### config.mk
export PLATFORM = sky130hd
export DESIGN_NAME = c1541_gcr_track_sched
export DESIGN_NICKNAME = d
export VERILOG_FILES = /design/src/rtl/c1541_gcr_track_sched.sv
export SDC_FILE = /design/constraint.sdc
export NUM_CORES = 1
export LEC_CHECK = 0
export ABC_AREA = 1
export BUFFER_PORTS_ARGS = -buffer_cell sky130_fd_sc_hd__buf_2
export CAP_MARGIN = 0
export CORE_AREA = 2 2 90 92
export CTS_CLUSTER_SIZE = 40
export DETAILED_ROUTE_END_ITERATION = 6
export DIE_AREA = 0 0 92 94
export GPL_TIMING_DRIVEN = 1
export PLACE_DENSITY = 0.85
export SLEW_MARGIN = 20
export SYNTH_ARGS = -nofsm -noshare
export SYNTH_HDL_FRONTEND = slang
export SYNTH_SLANG_ARGS = --single-unit
### constraint.sdc
create_clock -name clk -period 2.28 [get_ports clk]
set_input_delay 0.342 -clock clk [delete_from_list [all_inputs] [get_ports clk]]
set_output_delay 0.342 -clock clk [all_outputs]
set_load 0.005 [all_outputs]
### src/rtl/c1541_gcr_track_sched.sv
// Track-buffer scheduler for the direct-GCR 1541: settles on a head position, writes back the dirty
// track and loads the new one over the SD block interface while stalling the GCR engine via busy.
module c1541_gcr_track_sched #(
   parameter int TRACK_BLOCKS = 16,
   parameter int HALF_TRACKS  = 84,
   parameter int SETTLE_CLKS  = 16000
) (
   input  logic        clk,
   input  logic        reset_n,
   input  logic        img_mounted,
   input  logic [31:0] img_size,
   input  logic        img_readonly,
   input  logic [6:0]  half_track,
   input  logic        mtr,
   input  logic        drv_we,
   output logic        busy,
   output logic [31:0] sd_lba,
   output logic        sd_rd,
   output logic        sd_wr,
   input  logic        sd_ack,
   output logic [6:0]  cur_track,
   output logic        track_valid,
   output logic        dirty
);
   localparam int BLK_W = (TRACK_BLOCKS > 1) ? $clog2(TRACK_BLOCKS) : 1;
   localparam int SC_W  = (SETTLE_CLKS > 1) ? $clog2(SETTLE_CLKS) : 1;

   typedef enum logic [2:0] {IDLE, SETTLE, WR_REQ, WR_WAIT, RD_REQ, RD_WAIT} state_t;

   state_t            state_q, state_d;
   logic [SC_W-1:0]   settle_cnt_q, settle_cnt_d;
   logic [6:0]        settle_tgt_q, settle_tgt_d;
   logic              flush_only_q, flush_only_d;
   logic [6:0]        new_track_q, new_track_d;
   logic [BLK_W-1:0]  blk_cnt_q, blk_cnt_d;
   logic              busy_q, busy_d;
   logic              sd_rd_q, sd_rd_d;
   logic              sd_wr_q, sd_wr_d;
   logic [31:0]       sd_lba_q, sd_lba_d;
   logic [6:0]        cur_track_q, cur_track_d;
   logic              track_valid_q, track_valid_d;
   logic              dirty_q, dirty_d;
   logic              has_img_q, has_img_d;
   logic              ro_q, ro_d;
   logic              mount_pend_q, mount_pend_d;
   logic              ack_q;

   logic [6:0]        tgt;
   logic              ack_fall;
   logic              last_blk;
   logic              abort_pend;
   logic [BLK_W-1:0]  blk_nxt;

   function automatic logic [31:0] lba_of(input logic [6:0] slot, input logic [BLK_W-1:0] blk);
      return {25'b0, slot} * 32'(TRACK_BLOCKS) + 32'(blk);
   endfunction

   assign tgt        = (half_track > 7'(HALF_TRACKS - 1)) ? 7'(HALF_TRACKS - 1) : half_track;
   assign ack_fall   = ack_q & ~sd_ack;
   assign last_blk   = (blk_cnt_q == BLK_W'(TRACK_BLOCKS - 1));
   assign abort_pend = mount_pend_q | img_mounted;
   assign blk_nxt    = blk_cnt_q + 1'b1;

   always_comb begin
      state_d       = state_q;
      settle_cnt_d  = settle_cnt_q;
      settle_tgt_d  = settle_tgt_q;
      flush_only_d  = flush_only_q;
      new_track_d   = new_track_q;
      blk_cnt_d     = blk_cnt_q;
      busy_d        = busy_q;
      sd_rd_d       = sd_rd_q;
      sd_wr_d       = sd_wr_q;
      sd_lba_d      = sd_lba_q;
      cur_track_d   = cur_track_q;
      track_valid_d = track_valid_q;
      dirty_d       = dirty_q;
      has_img_d     = has_img_q;
      ro_d          = ro_q;
      mount_pend_d  = mount_pend_q;

      // A mount during a transfer is deferred to the next block boundary so the SD host never sees a torn block.
      if (img_mounted) begin
         has_img_d = (img_size != 32'd0);
         ro_d      = img_readonly;
         if (busy_q) begin
            mount_pend_d = 1'b1;
         end else begin
            track_valid_d = 1'b0;
            dirty_d       = 1'b0;
         end
      end else if (drv_we && has_img_q && !ro_q && track_valid_q) begin
         dirty_d = 1'b1;
      end

      case (state_q)
         IDLE: begin
            if (img_mounted) begin
               state_d = IDLE;
            end else if (has_img_q && (!track_valid_q || tgt != cur_track_q)) begin
               state_d      = SETTLE;
               settle_cnt_d = '0;
               settle_tgt_d = tgt;
               flush_only_d = 1'b0;
            end else if (dirty_q && !mtr) begin
               state_d      = SETTLE;
               settle_cnt_d = '0;
               settle_tgt_d = tgt;
               flush_only_d = 1'b1;
            end
         end
         SETTLE: begin
            if (img_mounted || (flush_only_q && mtr)) begin
               state_d = IDLE;
            end else if (!flush_only_q && tgt != settle_tgt_q) begin
               settle_cnt_d = '0;
               settle_tgt_d = tgt;
            end else if (settle_cnt_q == SC_W'(SETTLE_CLKS - 1)) begin
               new_track_d = tgt;
               blk_cnt_d   = '0;
               busy_d      = 1'b1;
               if (dirty_q) begin
                  state_d  = WR_REQ;
                  sd_wr_d  = 1'b1;
                  sd_lba_d = lba_of(cur_track_q, '0);
               end else begin
                  state_d  = RD_REQ;
                  sd_rd_d  = 1'b1;
                  sd_lba_d = lba_of(tgt, '0);
               end
            end else begin
               settle_cnt_d = settle_cnt_q + 1'b1;
            end
         end
         WR_REQ, RD_REQ: begin
            if (sd_ack) begin
               sd_wr_d = 1'b0;
               sd_rd_d = 1'b0;
               state_d = (state_q == WR_REQ) ? WR_WAIT : RD_WAIT;
            end else if (abort_pend) begin
               state_d       = IDLE;
               sd_rd_d       = 1'b0;
               sd_wr_d       = 1'b0;
               busy_d        = 1'b0;
               track_valid_d = 1'b0;
               dirty_d       = 1'b0;
               mount_pend_d  = 1'b0;
            end
         end
         WR_WAIT: begin
            if (ack_fall) begin
               if (abort_pend) begin
                  state_d       = IDLE;
                  busy_d        = 1'b0;
                  track_valid_d = 1'b0;
                  dirty_d       = 1'b0;
                  mount_pend_d  = 1'b0;
               end else if (last_blk) begin
                  dirty_d   = 1'b0;
                  blk_cnt_d = '0;
                  if (flush_only_q) begin
                     state_d = IDLE;
                     busy_d  = 1'b0;
                  end else begin
                     state_d  = RD_REQ;
                     sd_rd_d  = 1'b1;
                     sd_lba_d = lba_of(new_track_q, '0);
                  end
               end else begin
                  blk_cnt_d = blk_nxt;
                  state_d   = WR_REQ;
                  sd_wr_d   = 1'b1;
                  sd_lba_d  = lba_of(cur_track_q, blk_nxt);
               end
            end
         end
         RD_WAIT: begin
            if (ack_fall) begin
               if (abort_pend) begin
                  state_d       = IDLE;
                  busy_d        = 1'b0;
                  track_valid_d = 1'b0;
                  dirty_d       = 1'b0;
                  mount_pend_d  = 1'b0;
               end else if (last_blk) begin
                  state_d       = IDLE;
                  blk_cnt_d     = '0;
                  busy_d        = 1'b0;
                  cur_track_d   = new_track_q;
                  track_valid_d = 1'b1;
               end else begin
                  blk_cnt_d = blk_nxt;
                  state_d   = RD_REQ;
                  sd_rd_d   = 1'b1;
                  sd_lba_d  = lba_of(new_track_q, blk_nxt);
               end
            end
         end
         default: state_d = IDLE;
      endcase
   end

   always_ff @(posedge clk or negedge reset_n) begin
      if (!reset_n) begin
         state_q       <= IDLE;
         settle_cnt_q  <= '0;
         settle_tgt_q  <= '0;
         flush_only_q  <= 1'b0;
         new_track_q   <= '0;
         blk_cnt_q     <= '0;
         busy_q        <= 1'b0;
         sd_rd_q       <= 1'b0;
         sd_wr_q       <= 1'b0;
         sd_lba_q      <= '0;
         cur_track_q   <= '0;
         track_valid_q <= 1'b0;
         dirty_q       <= 1'b0;
         has_img_q     <= 1'b0;
         ro_q          <= 1'b0;
         mount_pend_q  <= 1'b0;
         ack_q         <= 1'b0;
      end else begin
         state_q       <= state_d;
         settle_cnt_q  <= settle_cnt_d;
         settle_tgt_q  <= settle_tgt_d;
         flush_only_q  <= flush_only_d;
         new_track_q   <= new_track_d;
         blk_cnt_q     <= blk_cnt_d;
         busy_q        <= busy_d;
         sd_rd_q       <= sd_rd_d;
         sd_wr_q       <= sd_wr_d;
         sd_lba_q      <= sd_lba_d;
         cur_track_q   <= cur_track_d;
         track_valid_q <= track_valid_d;
         dirty_q       <= dirty_d;
         has_img_q     <= has_img_d;
         ro_q          <= ro_d;
         mount_pend_q  <= mount_pend_d;
         ack_q         <= sd_ack;
      end
   end

   assign busy        = busy_q;
   assign sd_rd       = sd_rd_q;
   assign sd_wr       = sd_wr_q;
   assign sd_lba      = sd_lba_q;
   assign cur_track   = cur_track_q;
   assign track_valid = track_valid_q;
   assign dirty       = dirty_q;

endmodule
==> reports/qor.yml <==
critical_path:
  worstSetupEndpoint: "blk_cnt_q[3]$_DFFE_PN0P_"
  rr_endpoint: "blk_cnt_q[3]$_DFFE_PN0P_"
  ff2ff_setup_slack_ns: 0.26
  critical_path_class: "reg2reg"
  crit_fanout: 25
  cp.required_ns: 2.54
  critPathArrivalTime_ns: 2.27
  cp-end-kind: "flop"
  crit_start: "state_q[1]$_DFFE_PN0P_"
  crit_path_start_kind: "flop"
  worstRegToRegCells: 11
  reg2reg_from: "state_q[1]$_DFFE_PN0P_"
power:
  pwr_density_cell_mw_per_mm2: 906
  power_mw: 4.27
  p_leak_nw: 2.40
  ir_worst_vdd_mv: 0.527
route:
  first_pass_iters: 5
  drc: 0
  drtIter0Drc: 280
  ant_nets: 0
  route.detailed.wl_per_inst_um: 13.8
  wl_um: 10100
  vias: 3976
  avgViaCountPerCell: 5.42
floorplanning:
  die_y_um: 94
  start_util_pct: 53.7
  die_w_um: 92
  pin_count: 90
  core_mm2: 0.00761
  num_rows: 32
  die-area_mm2: 0.00865
clock_network:
  cts_sinks: 63
  holdBufCountCts: 0
  cts_resized: 0
  clockRootBuffer: "clkbuf_8"
  clk_path_buf_depth: 2
  cts_tree: "built"
  clkTransAtPathRegs_ns: 0.08
  cts_max_level: 3
  post_cts_buffers: 0
  cts_buffers: 9
  worstSkewPairLatency_ns: 0.35
cells_and_area:
  final_common_cell: "nand2_1"
  fin_cells: 733
  n_antenna_cell: 0
  area_growth_pct: 15.2
  final_nets: 674
  drive_gt1_share_pct: 23.1
  layout_common_cells: "nand2_1, buf_2, dfrtp_1"
  final_util_pct: 61.9
global_routing:
  grt_pass1_wl_um: 17000
  grt_max_degree: 35
  grt_overflow: 0
  grt.total_usage_pct: 24.5
  antenna_found_initial: 0
  grt_pass1_vias: 3735
logic_synthesis:
  synth_area_per_cell_um2: 7.46
  synth_area_leaders: "dfrtp_1, nand2_1, inv_1"
  synth.lib_cells_used.distinct: 44
  synthXorXnorAreaFrac_pct: 3.00
  synth-seq-area-share_pct: 38.6
  synth_largest_area_cell: "dfrtp_1"
  synth_edf_count: 0
  ys_ff_latch: 63
  synthAdderAreaFrac_pct: 0.612
  synth.area.mux_share_pct: 0
  async_flop_share_pct: 100
  synthesis.area_mm2: 0.00409
  yosysTopAreaCellShare_pct: 38.6
  yosysWarningCount: 0
  synth-compound-area-share_pct: 12.0
  synth_top_family_by_area: "simple AND/OR/NAND/NOR gates"
  syn-instance-count: 548
  synth-main-ff-cell: "dfrtp_1"
  synthSimpleGateAreaFrac_pct: 33.5
sta:
  layout_setup_ws_ns: 0.264
  finalCritPeriodShare_pct: 88.4
  min_period_ns: 2.02
  tns_ns: 0
  slew_headroom_pct: 62.6
  timing.final.hold_violations: 0
  fmax_mhz: 496
  finClkSkew_ns: 0.0110
  maxSlewViolCount: 0
  setup_viol_count_final: 0
  worst_pin_slew_ns: 0.559
  grt_setup_unrepaired: "no"
status:
  status: "completed"
run:
  max_cap_viol_count: 0
placement:
  preCtsSetupSlack_ns: 0.0892
  portBuffers: 68
  dpl.cell_count: 717
  dp_hpwl_um: 7500
  gp_congestion: 0.993
min_path:
  hold_class: "in2async"
critical path, stage by stage (launching register included):
cell	delay (ns)
dfrtp_1	0.42
inv_2	0.07
nand2_1	0.10
nor2_1	0.09
inv_2	0.12
nand2_4	0.11
inv_4	0.11
nor2_2	0.05
nor3_1	0.29
nand4_2	0.18
buf_12	0.20
o21ai_0	0.19
how the worst min path moves through the flow:
stage                     cells past startpoint                    end    start  slack [ns]
after floorplan                               0        ack_q$_DFF_PN0_  reset_n        0.05
after global placement                        2  sd_lba[9]$_DFFE_PN0P_  reset_n        0.38
after detailed placement                      2  sd_lba[9]$_DFFE_PN0P_  reset_n        0.39
after CTS                                     2  sd_lba[9]$_DFFE_PN0P_  reset_n        0.02
after global routing                          2  sd_lba[9]$_DFFE_PN0P_  reset_n        0.04
final                                         2  sd_lba[9]$_DFFE_PN0P_  reset_n       0.005
cells by family after synthesis:
kind of cell             after synthesis
AO/OA/AOI/OAI                         81
XOR/XNOR                              14
adder cells (fa/ha/maj)                2
buffers and inverters                 98
flip-flops                            63
other                                  1
AND/OR/NAND/NOR                      289
cell type report:
type                    instances  area (um^2)
repair buffers                 82          458
fillers                       672         2900
flip-flops and latches         63         1580
clock inverters                 7         97.6
clock buffers                   9          124
multi-input cells             407         2090
well taps                     102          128
inverters                      63          239
per-stage QoR:
step	instance area [um^2]	hold slack, ns
after floorplan	4160	0.0464
after global placement	4490	0.378
after detailed placement	4490	0.394
after CTS	4710	0.0201
after global routing	4710	0.0380
final	4710	0.00515
cell usage after synthesis (3+ instances only):
master and number:
o21ai_0 35, dfrtp_1 63, buf_4 21, o21ai_1 3, nand3_1 21, nand4_1 32
xnor2_1 5, xor2_1 9, nor3_1 5, nand2_1 142, clkbuf_1 3, nand3_2 3
o22ai_1 7, buf_2 4, o21ai_2 11, nor4_1 12, buf_6 6, inv_1 56
inv_2 6, nor2_2 4, nor2_1 45, a21oi_1 14, nand2_2 15
registers in the layout, summed over array words and instances (netlist names), 3 cells and up:
register / flops
state_q: 3
settle_tgt_q: 7
settle_cnt_q: 14
blk_cnt_q: 4
cur_track: 7
new_track_q: 7
sd_lba: 11
per-layer routing:
layer | global-route usage [%] | part of all wire [%] | vias to the layer above
met1 | 31.8 | 42 | 1835
met4 | 9.45 | 2.2 | 0
li1 | - | - | 1928
met2 | 40.2 | 47 | 186
met3 | 5.30 | 8.3 | 27
met5 | 0 | 0 | -
power breakdown:
part           switching, mW  internal, mW  total [mW]
clock                  0.475         0.616        1.09
combinational           1.11         0.593        1.70
sequential             0.155          1.32        1.47
total                   1.74          2.53        4.27
No activity file was read; power rests on OpenSTA's default activity.
